--- config.mk ---
export PLATFORM = sky130hd
export DESIGN_NAME = seg_scan_driver
export DESIGN_NICKNAME = d
export VERILOG_FILES = /design/src/rtl/seg_scan_driver.sv
export SDC_FILE = /design/constraint.sdc
export NUM_CORES = 1
export LEC_CHECK = 0
export ABC_AREA = 0
export BUFFER_PORTS_ARGS = -buffer_cell sky130_fd_sc_hd__buf_2
export CAP_MARGIN = 10
export CORE_ASPECT_RATIO = 1.2
export CORE_MARGIN = 1
export CORE_UTILIZATION = 55
export DETAILED_ROUTE_END_ITERATION = 6
export GPL_TIMING_DRIVEN = 0
export PLACE_DENSITY = 0.76
export SYNTH_ARGS = -nofsm -noshare
export SYNTH_HDL_FRONTEND = slang
export SYNTH_SLANG_ARGS = --single-unit
--- constraint.sdc ---
create_clock -name clk -period 3.1 [get_ports clk]
set_input_delay 0.465 -clock clk [delete_from_list [all_inputs] [get_ports clk]]
set_output_delay 0.465 -clock clk [all_outputs]
set_load 0.01 [all_outputs]
--- src/rtl/seg_scan_driver.sv ---
// ---------------------------------------------------------------------------
// seg_scan_driver
//
// Time-multiplexed driver for a DIGITS-wide common-anode seven-segment
// display. A free-running divider gives each digit a slot of REFRESH_DIV
// clocks. The first BLANK_CYCLES clocks of each slot keep every anode off,
// which stops the previous digit from ghosting onto the next one. Nibbles are
// decoded to active-low segment patterns, either as decimal or as hex.
// Optional leading-zero suppression and per-digit decimal points are also
// handled here.
//
// New data is captured into a pending buffer. It is copied into the displayed
// (shadow) copy only when the scan wraps back to digit 0, so a single frame
// never mixes old and new digits.
//
// Ports:
//   clk          system clock
//   rst_n        asynchronous active-low reset
//   value        nibble per digit, digit k = value[4k+3:4k] (digit 0 = LSD)
//   dp_in        decimal point request per digit, 1 = lit
//   load         single-cycle strobe, captures value/dp_in
//   hex_mode     1: nibbles 10..15 show A,b,C,d,E,F; 0: they show blank
//   lz_suppress  1: blank leading zero digits (digit 0 is never blanked)
//   blank_all    1: all anodes off (the scan keeps running)
//   seg          {g,f,e,d,c,b,a}, active-low
//   dp           decimal point, active-low
//   an           anode enables, active-low, one-hot-low when lit
//   frame_start  one-cycle pulse at the start of each frame
//   pending      captured data not yet shown on the display
// ---------------------------------------------------------------------------
module seg_scan_driver #(
    parameter int DIGITS       = 4,
    parameter int REFRESH_DIV  = 50000,
    parameter int BLANK_CYCLES = 2
) (
    input  logic                  clk,
    input  logic                  rst_n,
    input  logic [4*DIGITS-1:0]   value,
    input  logic [DIGITS-1:0]     dp_in,
    input  logic                  load,
    input  logic                  hex_mode,
    input  logic                  lz_suppress,
    input  logic                  blank_all,
    output logic [6:0]            seg,
    output logic                  dp,
    output logic [DIGITS-1:0]     an,
    output logic                  frame_start,
    output logic                  pending
);

    localparam int DIV_W = (REFRESH_DIV > 1) ? $clog2(REFRESH_DIV) : 1;
    localparam int IDX_W = (DIGITS > 1) ? $clog2(DIGITS) : 1;

    localparam logic [DIV_W-1:0] DIV_LAST = DIV_W'(REFRESH_DIV - 1);
    localparam logic [IDX_W-1:0] IDX_LAST = IDX_W'(DIGITS - 1);
    localparam logic [6:0]       SEG_OFF  = 7'b1111111;

    // Scan position
    logic [DIV_W-1:0] div;
    logic [IDX_W-1:0] idx;
    logic             slot_end;
    logic             frame_end;

    // Data buffers
    logic [4*DIGITS-1:0] pend_val;
    logic [DIGITS-1:0]   pend_dp;
    logic [4*DIGITS-1:0] shadow_val;
    logic [DIGITS-1:0]   shadow_dp;

    // Next-cycle output values
    logic [DIGITS-1:0] an_nxt;
    logic [6:0]        seg_nxt;
    logic              dp_nxt;
    logic              fs_nxt;

    // Decode helpers
    logic [3:0] cur_nib;
    logic       cur_dp;
    logic       upper_zero;
    logic       suppress;
    logic       in_blank;

    assign slot_end  = (div == DIV_LAST);
    assign frame_end = slot_end && (idx == IDX_LAST);

    function automatic logic [6:0] decode(input logic [3:0] nib, input logic hex);
        logic [6:0] s;
        case (nib)
            4'h0: s = 7'b1000000;
            4'h1: s = 7'b1111001;
            4'h2: s = 7'b0100100;
            4'h3: s = 7'b0110000;
            4'h4: s = 7'b0011001;
            4'h5: s = 7'b0010010;
            4'h6: s = 7'b0000010;
            4'h7: s = 7'b1111000;
            4'h8: s = 7'b0000000;
            4'h9: s = 7'b0010000;
            4'hA: s = 7'b0001000;
            4'hB: s = 7'b0000011;
            4'hC: s = 7'b1000110;
            4'hD: s = 7'b0100001;
            4'hE: s = 7'b0000110;
            default: s = 7'b0001110;
        endcase
        // In decimal mode the codes 10..15 show blank, but the anode is still driven.
        if (!hex && nib > 4'd9) begin
            s = SEG_OFF;
        end
        return s;
    endfunction

    // -----------------------------------------------------------------------
    // Refresh divider and digit index
    // -----------------------------------------------------------------------
    // NOTE: state registers use non-blocking assignments. Every flop then
    // samples values from before the edge, whatever the block order.
    always_ff @(posedge clk or negedge rst_n) begin
        if (!rst_n) begin
            div <= '0;
            idx <= '0;
        end else if (slot_end) begin
            div <= '0;
            idx <= (idx == IDX_LAST) ? '0 : idx + 1'b1;
        end else begin
            div <= div + 1'b1;
        end
    end

    // -----------------------------------------------------------------------
    // Load handshake: pending buffer -> shadow at the frame boundary
    // -----------------------------------------------------------------------
    // NOTE: the data buffers are small flop banks, not RAM. They are reset so
    // that a reset discards loaded data and the display restarts from zeros.
    always_ff @(posedge clk or negedge rst_n) begin
        if (!rst_n) begin
            pend_val   <= '0;
            pend_dp    <= '0;
            shadow_val <= '0;
            shadow_dp  <= '0;
            pending    <= 1'b0;
        end else if (load && frame_end) begin
            // The data arrives exactly on the boundary, so it bypasses the buffer.
            shadow_val <= value;
            shadow_dp  <= dp_in;
            pending    <= 1'b0;
        end else if (load) begin
            pend_val <= value;
            pend_dp  <= dp_in;
            pending  <= 1'b1;
        end else if (frame_end && pending) begin
            shadow_val <= pend_val;
            shadow_dp  <= pend_dp;
            pending    <= 1'b0;
        end
    end

    // -----------------------------------------------------------------------
    // Digit select, leading-zero detection and output decode
    // -----------------------------------------------------------------------
    // NOTE: every signal gets a default before any branch, so no latch is
    // inferred for a path that does not assign it.
    always_comb begin
        cur_nib    = 4'd0;
        cur_dp     = 1'b0;
        upper_zero = 1'b1;
        suppress   = 1'b0;
        an_nxt     = '1;
        seg_nxt    = SEG_OFF;
        dp_nxt     = 1'b1;

        for (int k = 0; k < DIGITS; k++) begin
            if (idx == IDX_W'(k)) begin
                cur_nib = shadow_val[4*k +: 4];
                cur_dp  = shadow_dp[k];
            end
        end

        // Walk down from the most significant digit. A digit is a leading
        // zero while it and everything above it are zero. Digit 0 is left out.
        for (int k = DIGITS - 1; k >= 1; k--) begin
            upper_zero = upper_zero && (shadow_val[4*k +: 4] == 4'd0);
            if (idx == IDX_W'(k)) begin
                suppress = upper_zero;
            end
        end
        suppress = suppress && lz_suppress;

        in_blank = int'(div) < BLANK_CYCLES;

        if (!blank_all && !in_blank) begin
            an_nxt  = ~(DIGITS'(1) << idx);
            seg_nxt = suppress ? SEG_OFF : decode(cur_nib, hex_mode);
            dp_nxt  = ~cur_dp;
        end

        fs_nxt = (div == '0) && (idx == '0);
    end

    // -----------------------------------------------------------------------
    // Output registers (one cycle behind the scan position)
    // -----------------------------------------------------------------------
    always_ff @(posedge clk or negedge rst_n) begin
        if (!rst_n) begin
            an          <= '1;
            seg         <= SEG_OFF;
            dp          <= 1'b1;
            frame_start <= 1'b0;
        end else begin
            an          <= an_nxt;
            seg         <= seg_nxt;
            dp          <= dp_nxt;
            frame_start <= fs_nxt;
        end
    end

endmodule

==> metrics.md, run 1 <==
| Metric | Value |
|---|---|
| Synthesis Warnings | 0 |
| Clk pwr share | 35.7% |
| Clock buffer depth | 2 |
| Comb power frac | 7.5% |
| Synth async-reset ratio | 100% |
| Multi-input logic area | 1570 sq um |
| DR vias/cell | 5.72 |
| Area of the core | 6170 sq um |
| Cells after DPL | 449 |
| Starting density of the core | 58.1% |
| Largest family of logic cells by synthesized area | compound AO/OA/AOI/OAI gates |
| Worst R2R Path Depth | 10 |
| CTS tree | yes |
| Buffers on Ports | 39 |
| Pre-antenna DRT Iters | 4 |
| Synth area leaders | dfrtp_1 (42%), dfstp_2 (8.8%), mux2_1 (6.3%) |
| Filler cells | 510 |
| Drt wl/cell | 15.6 microns |
| Finished Cell Area | 4070 sq um |
| Vias in the first global route | 2558 |
| Skew-Pair Late Insertion Delay | 0.34 ns |
| Final setup viols | 0 |
| CP Capture Point | seg[2]$_DFF_PN1_ |
| Clk sinks | 72 |
| Post-synth EDFFs | 0 |
| Leakage power | 1.80 nW |
| Height of the chip | 90.4 microns |
| R2R Path Start | idx[1]$_DFFE_PN0N_ |
| DRC | 0 |
| Cell variety after synth | 45 |
| CTS H-tree lvls | 3 |
| Detailed Place HPWL | 5000 microns |
| DP Area | 3880 sq um |
| Mean Syn Cell Area | 10.9 sq um |
| Critical path arrival | 3.11 ns |
| Final worst path period share | 92.8% |
| Xor/xnor share of the synthesized area | 3.67% |
| Die Width | 75.7 microns |
| Max-cap violation count | 0 |
| Mapped Cells | 328 |
| #FFs+latches synth | 72 |
| Max VDD drop | 0.287 mV |
| Hold crit path type | in2async |
| Register area | 1820 sq um |
| Crit-path max FO | 10 |
| N_diodes | 0 |
| Simple-gate share of the synthesized area | 14.2% |
| Routed wire length | 7270 microns |
| Worst Max-Slew Pin Slew | 0.928 ns |
| Seq/Total Area, Yosys | 50.7% |
| Pwr/cell area | 437 nW/um^2 |
| Crit Path Category | reg2reg |
| Crit path launch type | flip-flop |
| Net Sw Frac | 23.5% |
| Grt ovf | 0 |
| Maximum number of pins on one net before global-route repair | 73 |
| Top post-synthesis cells by count | dfrtp_1 (60), nand2_1 (29), inv_1 (24) |
| Most frequent cell after synthesis | dfrtp_1 |
| Nets | 419 |
| Synthesized netlist net count | 367 |
| Synth area leader | dfrtp_1 |
| Worst slew margin | 37.7% |
| Clock Skews | 0.00794 ns |
| CP endpoint kind | flip-flop |
| R2r setup slk | 0.22 ns |
| Post-DRT Antenna Nets | 0 |
| Max Slew Vio Count | 0 |
| Hold-fix buffers at CTS | 0 |
| Final Hold Fails | 0 |
| Cell Rows | 31 |
| Final min period | 2.88 ns |
| Synth top area share | 41.9% |
| Flop pwr share | 56.8% |
| Status | finished clean |
| All-Layer GR Usage | 23.4% |
| Layout cells sized above 1 | 24.7% |
| Ports | 40 |
| Worst Setup SP | idx[1]$_DFFE_PN0N_ |
| Initial antenna violation count | 0 |
| Int Pwr | 1.36 mW |
| Root Driver | clkbuf_8 |
| Clock transition at path regs | 0.07 ns |
| Syn-to-layout area delta | 13.7% |
| Placer Congestion | 0.850 |
| Via Count | 2670 |
| Multiplexer area fraction after synthesis | 6.57% |
| CP Data Required Time | 3.34 ns |
| Synth Flop Type | dfrtp_1 |
| Num CTS Buffers | 9 |
| Initial DRC count | 126 |
| Synth Area in Adders | 4.54% |
| Final Non-Filler Cells | 467 |
| Synth Cell Area | 3580 sq um |
| FMAX | 0.348 GHz |
| RR Endpoint | seg[2]$_DFF_PN1_ |
| Sw power | 0.419 mW |
| Die Area | 6840 sq um |
| First-pass GRT wire length | 11900 microns |
| Fin Setup TNS | 0 ns |
| Synth Area in Compound Gates | 14.6% |
[how the worst min path moves through the flow]
stage                            start                      end  slack (ns)
4_1_cts                          rst_n  pend_val[5]$_DFFE_PN0P_        0.27
3_5_place_dp   pend_val[4]$_DFFE_PN0P_  pend_val[4]$_DFFE_PN0P_        0.48
2_1_floorplan                    rst_n         div[0]$_DFF_PN0_        0.17
5_1_grt                          rst_n  pend_val[5]$_DFFE_PN0P_        0.32
3_3_place_gp    pend_dp[0]$_DFFE_PN0P_   pend_dp[0]$_DFFE_PN0P_        0.47
6_report                         rst_n  pend_val[5]$_DFFE_PN0P_        0.23
[what timing repair did]
action	in CTS	in global routing
cloned	0	0
setup endpoints to repair	7	5
setup buffers	0	2
pin swaps	0	1
gates resized for setup	2	1
[cell usage in the layout, fill, tap and decap left out, types with 10 or more instances in the layout]
master | netlist | routed
o21ai_2 | 15 | 15
xnor2_1 | 10 | 10
nand2_1 | 29 | 29
ha_1 | 13 | 13
dfrtp_1 | 60 | 60
clkbuf_8 | 0 | 10
dfstp_2 | 12 | 12
o21ai_0 | 12 | 12
mux2_1 | 20 | 20
a22oi_1 | 20 | 20
nor2_1 | 16 | 16
nand3_1 | 10 | 10
clkbuf_1 | 8 | 12
inv_1 | 24 | 24
buf_2 | 2 | 40
[logic make-up after synthesis]
logic type                 after synthesis
AOI/OAI and AO/OA                       71
xor gates and xnor gates                15
adders and majority gates               13
buffers and inverters                   41
DFF                                     72
muxes                                   21
and+or+nand+nor                         95
[final cells by class]
cell class / instances / area share, %
Inverter: 24 / 2.21
Tap cell: 82 / 2.52
Multi-Input combinational cell: 215 / 38.6
Clock buffer: 15 / 3.84
Clock inverter: 1 / 0.123
Timing Repair Buffer: 41 / 5.22
Buffer: 17 / 2.86
Sequential cell: 72 / 44.6
[per-stage QoR]
stage	hold slack (ns)	power [mW]	util [%]	setup WS [ns]
after floorplan	0.169	1.09	-	0.459
after global placement	0.474	1.15	62.9	-0.108
after detailed placement	0.483	1.16	62.9	-0.169
after CTS	0.267	1.79	65.7	0.141
after global routing	0.318	1.86	66.0	-0.0188
final	0.230	1.78	66.0	0.225
[critical path, stage by stage (launching register included)]
cell and delay, ns:
dfrtp_1 0.40, inv_1 0.10, ha_1 0.21, clkbuf_1 0.35, a211oi_1 0.14, a221o_1 0.45, inv_1 0.18, ha_1 0.25
o21ai_0 0.13, a31oi_2 0.37, o221ai_1 0.19
[sequential cells by signal (all words and copies together) (netlist names)]
signal and count:
frame_start 1, div 16, idx 2, seg 7, shadow_dp 4, dp 1, shadow_val 16, pend_val 16
pend_dp 4, pending 1, an 4
[routing by layer]
layer / routed length [microns] / track usage (%)
met1: 3250 / 30.1
met2: 3610 / 37.6
met3: 263 / 4.46
met4: 142 / 10.8
met5: 0 / 0
[power groups by stage]
stage,registers [mW],clock network [mW],logic [mW]
5_1_grt,1.01,0.694,0.152
2_1_floorplan,1.03,0,0.0694
3_3_place_gp,1.02,0,0.127
3_5_place_dp,1.03,0,0.132
6_report,1.01,0.635,0.134
4_1_cts,1.01,0.648,0.133
No activity file was read; power rests on OpenSTA's default activity.
==> run 2: changes to the inputs <==
ABC_AREA = 1   (was 0)
GPL_TIMING_DRIVEN = unset   (was 0)
PLACE_DENSITY = 0.75   (was 0.76)
==> run 2 against run 1 <==
Compared with the run above:
- non-clock buffer count decreased by 15
- synthesized area rose by 8.9%
- cell count increased by 40%
==> metrics.md, run 2 <==
| Metric | Value |
|---|---|
| Mapped Cells | 522 (+59%) |
| Synth Area in Adders | 4.17% (-0.37 points) |
| Starting density of the core | 56.9% (-1.2 points) |
| Multiplexer area fraction after synthesis | 0% (-6.6 points) |
| R2r setup slk | 0.80 ns (+0.57 ns) |
| Synthesized netlist net count | 561 (+53%) |
| RR Endpoint | seg[1]$_DFF_PN1_ |
| Synthesis Warnings | 0 (unchanged) |
| Max Slew Vio Count | 0 (unchanged) |
| Commonest non-fill, non-tap cell in the layout | nand2_1 |
| Final min period | 2.30 ns (-0.573 ns) |
| Critical-path cell list | ha_1, inv_1, or2_2, nand2_1, ha_1, nor2_1, nor2_1, nor2_1, nor2_4, nand3_1 |
| Final setup viols | 0 (unchanged) |
| Fin Setup TNS | 0 ns (unchanged) |
| R2R Path Start | idx[0]$_DFFE_PN0N_ |
| CTS tree | yes |
| Comb power frac | 9.6% (+2.1 points) |
| Crit-path max FO | 11 (+1) |
| Post-synth EDFFs | 0 (unchanged) |
| Top post-synthesis cells by count | nand2_1 (180), inv_1 (80), dfrtp_1 (60) |
| Slowest CP cell | ha_1 |
| Pre-antenna DRT Iters | 4 (unchanged) |
| Synth Flop Type | dfrtp_1 |
| Cts repair resizes | 0 (-2) |
| Num CTS Buffers | 9 (unchanged) |
| Synth top area share | 38.5% (-3.4 points) |
| Routing usage on met1 | 29.9% (-0.11 points) |
| Detailed Place HPWL | 5700 microns (+14%) |
| Most frequent cells in the layout | nand2_1 (180), inv_1 (80), dfrtp_1 (60) |
| Crit-path max cell delay | 0.40 ns (-0.05 ns) |
| Clock transition at path regs | 0.07 ns (about the same) |
| Pwr/cell area | 455 nW/um^2 (+4.1%) |
| Synth async-reset ratio | 100% (unchanged) |
| Worst slew margin | 52.8% (+15 points) |
| Hold-fix buffers at CTS | 0 (unchanged) |
| Cell Rows | 33 (+6.5%) |
| Flop pwr share | 51.7% (-5.1 points) |
| Filler cells | 651 (+28%) |
| Tot Pwr | 1.98 mW (+11%) |
| Synth Cell Area | 3900 sq um (+8.9%) |
| Grt met2 use | 37.7% (about the same) |
| Critical path's most frequent cell | nor2_1 |
| Final Hold Fails | 0 (unchanged) |
| Syn-to-layout area delta | 11.7% |
| Sw power | 0.483 mW (+15%) |
| FMAX | 0.434 GHz (+25%) |
| Initial DRC count | 155 (+23%) |
| N_diodes | 0 (unchanged) |
| #FFs+latches synth | 72 (unchanged) |
| CP endpoint kind | flip-flop |
| Multi-input logic area | 1680 sq um (+6.8%) |
| Area of the core | 6850 sq um (+11%) |
| Max VDD drop | 0.331 mV (+15%) |
| Layout cells sized above 1 | 14.9% (-9.8 points) |
| CP Depth | 10 (unchanged) |
| Ports | 40 (unchanged) |
| Final worst path period share | 74.3% (-18 points) |
| Net Sw Frac | 24.4% (+0.84 points) |
| Largest family of logic cells by synthesized area | simple AND/OR/NAND/NOR gates |
| Register area | 1820 sq um (unchanged) |
| Height of the chip | 94.2 microns (+4.2%) |
| CP Data Required Time | 3.36 ns (+0.02 ns) |
| DRC | 0 (unchanged) |
| CP bufs+invs | 1 (-2) |
| Crit path launch type | flip-flop |
| Regs by FF count | div x16, pend_val x16, shadow_val x16 |
| RSZ-0062 raised after global routing | no |
| Die Area | 7430 sq um (+8.7%) |
| Placer Congestion | 0.932 (+9.7%) |
| Synth Area in Compound Gates | 5.78% (-8.8 points) |
| DR vias/cell | 5.02 (-12%) |
| All-Layer GR Usage | 23.2% (-0.20 points) |
| CTS H-tree lvls | 3 (unchanged) |
| Post-DRT Antenna Nets | 0 (unchanged) |
| Buffers on Ports | 39 (unchanged) |
| Synth area leader | dfrtp_1 |
| Initial antenna violation count | 0 (unchanged) |
| Most frequent cell after synthesis | nand2_1 |
| Clk pwr share | 38.7% (+3.0 points) |
| Status | finished clean |
| Critical path arrival | 2.57 ns (-0.54 ns) |
| Vias in the first global route | 3032 (+19%) |
| Clock buffer depth | 2 (unchanged) |
| Int Pwr | 1.50 mW (+10%) |
| Maximum number of pins on one net before global-route repair | 42 (-42%) |
| Nets | 600 (+43%) |
| GRT busiest layer | met2 |
| Leakage power | 2.42 nW (+35%) |
| Hold crit path type | in2async |
| First-pass GRT wire length | 13400 microns (+12%) |
| Max-cap violation count | 0 (unchanged) |
| Clk sinks | 72 (unchanged) |
| Clock Skews | 0.00785 ns (-0.0000860 ns) |
| Minimum hold slack | 0.162 ns (-0.0677 ns) |
| Via Count | 3270 (+22%) |
| Xor/xnor share of the synthesized area | 1.12% (-2.5 points) |
| Crit Path Category | reg2reg |
| Cell variety after synth | 30 (-33%) |
| Worst Setup SP | idx[0]$_DFFE_PN0N_ |
| Routed wire length | 7730 microns (+6.4%) |
| Drt wl/cell | 11.9 microns (-24%) |
| Worst R2R Path Depth | 10 (unchanged) |
| Die Width | 78.9 microns (+4.2%) |
| Grt ovf | 0 (unchanged) |
| Setup Fix Bufs, Post-CTS | 0 (unchanged) |
| Worst Max-Slew Pin Slew | 0.707 ns (-0.220 ns) |
| Seq/Total Area, Yosys | 46.6% (-4.1 points) |
| Largest delay contributor family on the critical path | simple AND/OR/NAND/NOR gates |
| Met3 usage | 3.20% (-1.3 points) |
| CP Capture Point | seg[1]$_DFF_PN1_ |
| Synth area leaders | dfrtp_1 (39%), nand2_1 (17%), dfstp_2 (8.1%) |
| Skew-Pair Late Insertion Delay | 0.34 ns (about the same) |
| Simple-gate share of the synthesized area | 32.0% (+18 points) |
| Mean Syn Cell Area | 7.47 sq um (-32%) |
| Root Driver | clkbuf_8 |
[run 2: cell types whose count changed after synthesis, moves of 5 or more]
cell	change
nand3b_1	-5
buf_2	+5
inv_1	+56
a22oi_1	-20
o21ai_2	-15
mux2_1	-20
and3_1	-5
xnor2_1	-9
nand2_1	+151
a21oi_1	+6
nor2_1	+13
nand3_1	+49
o21ai_0	+17
clkbuf_1	-6
[run 2: routing by layer]
| metal | vias to the layer above | wire, microns |
|---|---|---|
| met5 | - | 0 |
| met4 | 0 | 206 |
| met3 | 20 | 325 |
| met2 | 89 | 3590 |
| met1 | 1473 | 3600 |
| li1 | 1688 | - |
[run 2: how the worst min path moves through the flow]
stage	startpoint	to	slack, ns
finish	rst_n	div[14]$_DFF_PN0_	0.16
detailed placement	pend_val[3]$_DFFE_PN0P_	pend_val[3]$_DFFE_PN0P_	0.47
CTS	rst_n	div[14]$_DFF_PN0_	0.18
global route	rst_n	div[14]$_DFF_PN0_	0.22
global placement	pend_dp[3]$_DFFE_PN0P_	pend_dp[3]$_DFFE_PN0P_	0.47
floorplan	rst_n	div[0]$_DFF_PN0_	0.17
[run 2: cell families after synthesis]
family          Yosys count
simple gates            292
xor+xnor                  5
flops                    72
buf+inv                  97
fa+ha+maj                13
compound gates           43
[run 2: area by class of cell]
cell class	instances	share of cell area (%)
clock inverters	3	0.919
clock buffers	12	3.79
well taps	87	2.50
flip-flops and latches	72	41.7
repair buffers	43	5.46
inverters	82	7.07
multi-input cells	353	38.6
[run 2: power groups by stage]
stage | clock network (mW) | registers, mW | logic, mW
6_report | 0.767 | 1.02 | 0.189
5_1_grt | 0.822 | 1.03 | 0.225
4_1_cts | 0.783 | 1.02 | 0.192
3_5_place_dp | 0 | 1.04 | 0.192
3_3_place_gp | 0 | 1.04 | 0.188
2_1_floorplan | 0 | 1.04 | 0.117
[run 2: worst reg2reg max path: cells and delay by family (launching register included)]
family	cells	cell delay (ns)
simple gates	7	0.98
fa+ha+maj	2	0.64
flops	1	0.39
buf+inv	1	0.21
[run 2: through the flow]
stage | instances | worst slack (ns) | cell area [sq um] | util [%]
2_1_floorplan | 522 | 1.11 | 3900 | -
3_3_place_gp | 637 | 0.957 | 4150 | 60.6
3_5_place_dp | 637 | 0.842 | 4150 | 60.6
4_1_cts | 652 | 0.813 | 4360 | 63.5
5_1_grt | 652 | 0.532 | 4360 | 63.5
6_report | 652 | 0.798 | 4360 | 63.5
